**src/rtl/control_unit_if.sv**
```systemverilog
// Opcode-in / control-word-out bundle between the decode stage and control_unit.
interface control_unit_if;
  logic [5:0] opcode;
  logic       reg_dst;
  logic       reg_write;
  logic       ext_op;
  logic       ALU_scr;
  logic       beq;
  logic       bne;
  logic       j;
  logic       mem_read;
  logic       mem_write;
  logic [1:0] mem_to_reg;
  logic       illegal;

  // Decode stage drives the opcode and consumes the control word.
  modport master (
    output opcode,
    input  reg_dst, reg_write, ext_op, ALU_scr, beq, bne, j,
    input  mem_read, mem_write, mem_to_reg, illegal
  );

  // Control unit consumes the opcode and drives the control word.
  modport slave (
    input  opcode,
    output reg_dst, reg_write, ext_op, ALU_scr, beq, bne, j,
    output mem_read, mem_write, mem_to_reg, illegal
  );
endinterface

```
**src/rtl/control_unit.sv**
```systemverilog
// MIPS32 main decoder: primary opcode -> registered datapath control word.
module control_unit (
  input  logic          clk,
  input  logic          rst,
  control_unit_if.slave bus
);

  localparam int unsigned OPCODE_W = 6;
  localparam int unsigned WB_SEL_W = 2;

  localparam logic [OPCODE_W-1:0] OP_RTYPE = 6'b000000;
  localparam logic [OPCODE_W-1:0] OP_J     = 6'b000010;
  localparam logic [OPCODE_W-1:0] OP_BEQ   = 6'b000100;
  localparam logic [OPCODE_W-1:0] OP_BNE   = 6'b000101;
  localparam logic [OPCODE_W-1:0] OP_ADDI  = 6'b001000;
  localparam logic [OPCODE_W-1:0] OP_SLTI  = 6'b001010;
  localparam logic [OPCODE_W-1:0] OP_ANDI  = 6'b001100;
  localparam logic [OPCODE_W-1:0] OP_ORI   = 6'b001101;
  localparam logic [OPCODE_W-1:0] OP_XORI  = 6'b001110;
  localparam logic [OPCODE_W-1:0] OP_LW    = 6'b100011;
  localparam logic [OPCODE_W-1:0] OP_SW    = 6'b101011;

  localparam logic [WB_SEL_W-1:0] WB_ALU = 2'b00;
  localparam logic [WB_SEL_W-1:0] WB_MEM = 2'b01;

  typedef struct packed {
    logic                reg_dst;
    logic                reg_write;
    logic                ext_op;
    logic                alu_src;
    logic                beq;
    logic                bne;
    logic                j;
    logic                mem_read;
    logic                mem_write;
    logic [WB_SEL_W-1:0] mem_to_reg;
    logic                illegal;
  } ctrl_t;

  localparam ctrl_t CTRL_NOP = '0;

  ctrl_t ctrl_c;
  ctrl_t ctrl_q;

  // Combinational decode; NOP word by default, unknown opcodes flagged illegal.
  always_comb begin
    ctrl_c            = CTRL_NOP;
    ctrl_c.mem_to_reg = WB_ALU;
    case (bus.opcode)
      OP_RTYPE: begin
        ctrl_c.reg_write = 1'b1;
      end
      OP_ADDI, OP_SLTI: begin
        ctrl_c.reg_write = 1'b1;
        ctrl_c.reg_dst   = 1'b1;
        ctrl_c.ext_op    = 1'b1;
        ctrl_c.alu_src   = 1'b1;
      end
      OP_ANDI, OP_ORI, OP_XORI: begin
        ctrl_c.reg_write = 1'b1;
        ctrl_c.reg_dst   = 1'b1;
        ctrl_c.alu_src   = 1'b1;
      end
      OP_LW: begin
        ctrl_c.reg_write  = 1'b1;
        ctrl_c.reg_dst    = 1'b1;
        ctrl_c.ext_op     = 1'b1;
        ctrl_c.alu_src    = 1'b1;
        ctrl_c.mem_read   = 1'b1;
        ctrl_c.mem_to_reg = WB_MEM;
      end
      OP_SW: begin
        ctrl_c.ext_op    = 1'b1;
        ctrl_c.alu_src   = 1'b1;
        ctrl_c.mem_write = 1'b1;
      end
      OP_BEQ: begin
        ctrl_c.beq    = 1'b1;
        ctrl_c.ext_op = 1'b1;
      end
      OP_BNE: begin
        ctrl_c.bne    = 1'b1;
        ctrl_c.ext_op = 1'b1;
      end
      OP_J: begin
        ctrl_c.j = 1'b1;
      end
      default: begin
        ctrl_c.illegal = 1'b1;
      end
    endcase
  end

  // Output register at the decode/execute boundary; reset wins over any opcode.
  always_ff @(posedge clk) begin
    if (rst) begin
      ctrl_q <= CTRL_NOP;
    end else begin
      ctrl_q <= ctrl_c;
    end
  end

  assign bus.reg_dst    = ctrl_q.reg_dst;
  assign bus.reg_write  = ctrl_q.reg_write;
  assign bus.ext_op     = ctrl_q.ext_op;
  assign bus.ALU_scr    = ctrl_q.alu_src;
  assign bus.beq        = ctrl_q.beq;
  assign bus.bne        = ctrl_q.bne;
  assign bus.j          = ctrl_q.j;
  assign bus.mem_read   = ctrl_q.mem_read;
  assign bus.mem_write  = ctrl_q.mem_write;
  assign bus.mem_to_reg = ctrl_q.mem_to_reg;
  assign bus.illegal    = ctrl_q.illegal;

endmodule

```
**src/flat_wrapper.sv**
```systemverilog
// flat-port wrapper written by rule: the top's interface ports become plain ports
module control_unit_flat 
  (clk, rst, bus_opcode, bus_reg_dst, bus_reg_write, bus_ext_op, bus_ALU_scr, bus_beq, bus_bne, bus_j, bus_mem_read, bus_mem_write, bus_mem_to_reg, bus_illegal);
  control_unit_if bus_i ();
  input  logic clk;
  input  logic rst;
  input wire logic [$bits(bus_i.opcode)-1:0] bus_opcode;
  output wire logic [$bits(bus_i.reg_dst)-1:0] bus_reg_dst;
  output wire logic [$bits(bus_i.reg_write)-1:0] bus_reg_write;
  output wire logic [$bits(bus_i.ext_op)-1:0] bus_ext_op;
  output wire logic [$bits(bus_i.ALU_scr)-1:0] bus_ALU_scr;
  output wire logic [$bits(bus_i.beq)-1:0] bus_beq;
  output wire logic [$bits(bus_i.bne)-1:0] bus_bne;
  output wire logic [$bits(bus_i.j)-1:0] bus_j;
  output wire logic [$bits(bus_i.mem_read)-1:0] bus_mem_read;
  output wire logic [$bits(bus_i.mem_write)-1:0] bus_mem_write;
  output wire logic [$bits(bus_i.mem_to_reg)-1:0] bus_mem_to_reg;
  output wire logic [$bits(bus_i.illegal)-1:0] bus_illegal;
  assign bus_i.opcode = bus_opcode;
  assign bus_reg_dst = bus_i.reg_dst;
  assign bus_reg_write = bus_i.reg_write;
  assign bus_ext_op = bus_i.ext_op;
  assign bus_ALU_scr = bus_i.ALU_scr;
  assign bus_beq = bus_i.beq;
  assign bus_bne = bus_i.bne;
  assign bus_j = bus_i.j;
  assign bus_mem_read = bus_i.mem_read;
  assign bus_mem_write = bus_i.mem_write;
  assign bus_mem_to_reg = bus_i.mem_to_reg;
  assign bus_illegal = bus_i.illegal;
  control_unit u_core (.clk(clk), .rst(rst), .bus(bus_i));
endmodule
```
**config.mk**
```make
export PLATFORM = sky130hd
export DESIGN_NAME = control_unit_flat
export DESIGN_NICKNAME = d
export VERILOG_FILES = /design/src/rtl/control_unit_if.sv /design/src/rtl/control_unit.sv /design/src/flat_wrapper.sv
export SDC_FILE = /design/constraint.sdc
export NUM_CORES = 1
export LEC_CHECK = 0
export ABC_CLOCK_PERIOD_IN_PS = 900
export CAP_MARGIN = 25
export CELL_PAD_IN_SITES_DETAIL_PLACEMENT = 1
export CELL_PAD_IN_SITES_GLOBAL_PLACEMENT = 1
export CORE_MARGIN = 5
export CORE_UTILIZATION = 24
export DETAILED_ROUTE_END_ITERATION = 7
export GPL_TIMING_DRIVEN = 0
export HOLD_SLACK_MARGIN = 0.05
export PLACE_DENSITY = 0.73
export SYNTH_ARGS = -nofsm -noshare
export SYNTH_HDL_FRONTEND = slang
export SYNTH_SLANG_ARGS = --single-unit
export TNS_END_PERCENT = 10
```
**constraint.sdc**
```tcl
create_clock -name clk -period 0.9 [get_ports clk]
set_input_delay 0.09 -clock clk [delete_from_list [all_inputs] [get_ports clk]]
set_output_delay 0.09 -clock clk [all_outputs]
set_load 0.02 [all_outputs]
```
======== Word level (Yosys, flattened, before mapping) ========
Index checks and enable logic that the tools add are counted.
W data, S select, Z words.
storage, ports and cells
  bits in registers ....................... 12
  bits of input ports ..................... 8
  output and inout port bits .............. 12
  word-level logic and storage cells ...... 38
cells by class
  reductions and logical operators ........ 6
  mux-type cells .......................... 11
  eq/ne operators ......................... 10
operators with widths
  kind                  number
  $eq A6 B4 Y1 const B  5
  $reduce_or A7 Y1      2
  $eq A6 B3 Y1 const B  2
  $eq A6 B6 Y1 const B  2
  $reduce_or A6 Y1      2
  $mux W1               11
  $reduce_or A11 Y1     1
  $eq A6 B2 Y1 const B  1
  $logic_not A6 Y1      1

======== Longest topological paths before layout ========
  depth after elaboration ................. 3
  depth in mapped cells ................... 5
  depth with buffers taken out ............ 4

======== Least setup slack after synthesis ========
No wires, ideal clock.
  kind .................................... input -> register
  start ................................... input port bus_opcode[1]
  end ..................................... register u_core.ctrl_q, in the netlist u_core.bus.illegal
  data arrival time ....................... 0.790 ns
  stages on the path ...................... 4
  data required time ...................... 0.784 ns
  path buffers ............................ 0
  library setup time ...................... 0.116 ns
  path slack .............................. -0.006 ns
  path through ............................ nand2b_4 -> a211o_1 -> a2bb2oi_1 -> and3_1
between the ends
  longest elaborated chain between the ends .. 3
  elaborated cells between the ends (all ways) .. 13
  those cells by class .................... eq/ne (10); mux (1); reduce/logical (2)
ends and longest elaborated chain
  what                                  line                RTL
  start: declaration                    flat_wrapper.sv:7   input wire logic [$bits(bus_i.opcode)-1:0] bus_opcode;
  $eq A6 B4 Y1 (tied with other cells)  control_unit.sv:49  case (bus.opcode)
  $reduce_or A11 Y1 (no line) (*)       -
  $mux W1 (*)                           control_unit.sv:49
  end signal: assignment                control_unit.sv:99  ctrl_q <= ctrl_c;
  end: declaration                      control_unit.sv:43  ctrl_t ctrl_q;
Every way passes the cells marked *; elsewhere a longest branch is shown, timed or not.
A chain may end at the register's enable or synchronous reset.

======== Worst setup path in the final report ========
  start ................................... register u_core.ctrl_q, in the netlist u_core.bus.mem_to_reg[0]
  end ..................................... output port bus_mem_to_reg[0]
RTL lines
  what              line                RTL
  end: declaration  flat_wrapper.sv:17  output wire logic [$bits(bus_i.mem_to_reg)-1:0] bus_mem_to_reg;
No word-level cell between the ends.

==> parameters.txt <==
Parameter                              Value

Outcome
  Outcome    finished, final reports clean

Pwr
  Leakage    0.309 nW
  Worst VDD drop    456 uV
  Power Density    1590 mW/mm^2

Timing
  Hold slack    approximately 0.062 ns
  Final worst-path cycle share    98.4%
  Final hold viol count    0
  TNS Setup    0 ns
  Crit path time final    slightly below 0.9 ns
  Upper clock frequency limit    about 1100 MHz
  Final Slew Violations    0
  RSZ-0062 raised after global routing    yes
  Count of final setup violators    0

Worst setup path
  Crit path launch type    flip-flop
  Max incr delay on CP    0.32 ns
  Slowest cell on the critical path    dfxtp_2
  Crit path cell chain    buf_6 -> buf_6
  Crit path DAT    around 0.8 ns
  Type of the worst setup path    reg -> out
  Largest fanout on the critical path    2
  Cell seen most often among critical-path stages    buf_6
  CP endpoint kind    primary output
  Critical path required time    0.81 ns

Final layout
  Layout cell share with drive strength beyond 1    43.5%
  Total area of multi-input combinational cells    196 sq um
  Fin area    614 sq um
  Diode insertion count for antenna repair    0
  Filler Cell Count    around 210
  Number of nets in the layout    78
  Most common cell after layout, fill and taps aside    buf_2
  Area taken by flip-flops and latches    201 sq um
  Count of non-filler cells in the finished layout    86
  Most frequent cells in the layout    13 x buf_2, 9 x dfxtp_1, 5 x nor3_1, 5 x nor2_1, 4 x buf_4
  Area growth syn-to-layout    46.6%

CTS
  H-tree lvl count    1
  Max clock buf depth    2
  Clock tree sinks    10
  Clock tree root buffer cell    clkbuf_4
  TritonCTS clock tree    done
  TritonCTS Buffers    3
  Clock-pin slew reported for the worst setup and hold paths after clock tree synthesis    0.06 ns

Die
  Number of cell rows    15
  I/O pin cnt    20
  CORE AREA    about 0.0017 sq mm
  Die height    51.8 microns
  Total die area    0.00268 sq mm
  Initial standard-cell utilization of the core    between 20 and 25%
  Die outline width    between 50 and 60 microns

Route
  Post-route ant nets    0
  Average vias per placed instance    4.60
  Total vias in the final route    a little under 400
  Total wire length    1.09 mm
  First-iteration detailed-routing DRC count    6
  First-pass iteration count of the detailed router    2
  Average wire length per cell after detail routing    12.7 microns
  Number of remaining DRC errors    0

Global route
  Total GRT Usage    8.81%
  First-pass GRT wire length    1.74 mm
  Initial antenna violation count    0
  Maximum number of pins on one net before global-route repair    11
  Overflow left after global routing    0
  Vias in the first global route    403

Synth
  Synth warnings    0
  Number of instances in the synthesized netlist    47
  Post-synthesis instance area    419 sq um
  Cell variety after synth    22
  Combinational family with the most area after synthesis    simple AND/OR/NAND/NOR gates
  Mean instance size in the synthesized netlist    ~8.9 sq um
  FF+latch count, synth    10
  Synthesized-area fraction occupied by and/or/nand/nor cells    31.0%
  Post-synthesis adder-cell area fraction    0%
  Post-synthesis compound-gate area fraction    12.5%
  Portion of the post-synthesis area used by sequential elements    between 40 and 50%
  Post-Synthesis Net Count    55
  Xor-xnor portion of the synthesized cell area    0%
  Multiplexer share of the synthesized area    0%

Placement
  Number of buffers added on ports    16
  Gpl congestion    0.697
  Post-place instance area    601 sq um
  Inst Count DP    80

Run
  MaxCap Viol Count    0

Worst hold path
  Worst min path class    in -> reg
worst max-delay path, delay by kind of cell, from the launching register on:
kind	cells	cell delay, ns
buffers and inverters	2	0.22
DFF	1	0.32
repair_timing:
action / 4_1_cts / 5_1_grt
pin swaps: 2 / 1
hold buffers: 0 / 0
gates resized for setup: 56 / 8
endpoints found under the setup margin: 21 / 6
buffers inserted: 2 / 1
metal layers:
metal / vias to the layer above / share of wire [%] / track usage, %
li1: 202 / - / -
met1: 179 / 44 / 9.03
met2: 13 / 51 / 15.5
met3: 2 / 3.9 / 1.15
met4: 0 / 2.1 / 7.86
met5: - / 0 / 0
through the flow:
step / power, mW / worst slack [ns] / utilization, %
final: 0.975 / 0.0148 / 36.4
after global routing: 1.03 / -0.0119 / 36.4
after CTS: 0.989 / -0.0261 / 35.9
after detailed placement: 0.603 / -0.635 / 35.6
after global placement: 0.601 / -0.651 / 35.6
after floorplan: 0.539 / -0.00594 / -
worst paths after layout:
check | startpoint | slack [ns] | end | cells after the start
worst min-delay path | rst | 0.06 | u_core.bus.reg_write | 2
worst max-delay path | u_core.bus.mem_to_reg[0] | 0.01 | bus_mem_to_reg[0] | 2
power breakdown:
part	switching, mW	internal, mW	total (mW)	leakage, nW
clock	0.139	0.245	0.384	0.0210
combinational	0.0771	0.0594	0.137	0.206
sequential	0.00186	0.452	0.454	0.0817
synthesized netlist by cell type, drive strengths merged:
library cell	count	area (sq um)
nor3	5	25.0
clkbuf	1	3.75
a21oi	3	15.0
nor2	6	22.5
conb	1	3.75
a211o	1	8.76
nand3	1	5.00
o21bai	1	7.51
nand2b	2	20.0
nand2	1	3.75
and3b	2	17.5
inv	1	3.75
nand4b	2	17.5
a2bb2oi	1	8.76
dfxtp	10	200
or2	1	6.26
o21ai	1	5.00
buf	4	25.0
o31ai	1	7.51
and3	2	12.5
layout make-up:
type | count | share of cell area (%)
buffer | 4 | 4.68
timing repair buffer | 19 | 20.6
multi-input combinational | 31 | 32.0
inverter | 1 | 0.611
sequential | 10 | 32.8
tap | 17 | 3.46
clock buffer | 4 | 5.91
cells by family after synthesis:
group / Yosys count
buffers and inverters: 6
AOI/OAI and AO/OA: 8
and+or+nand+nor: 22
DFF: 10
other: 1
Note: power is estimated with default switching activity, not from simulation.
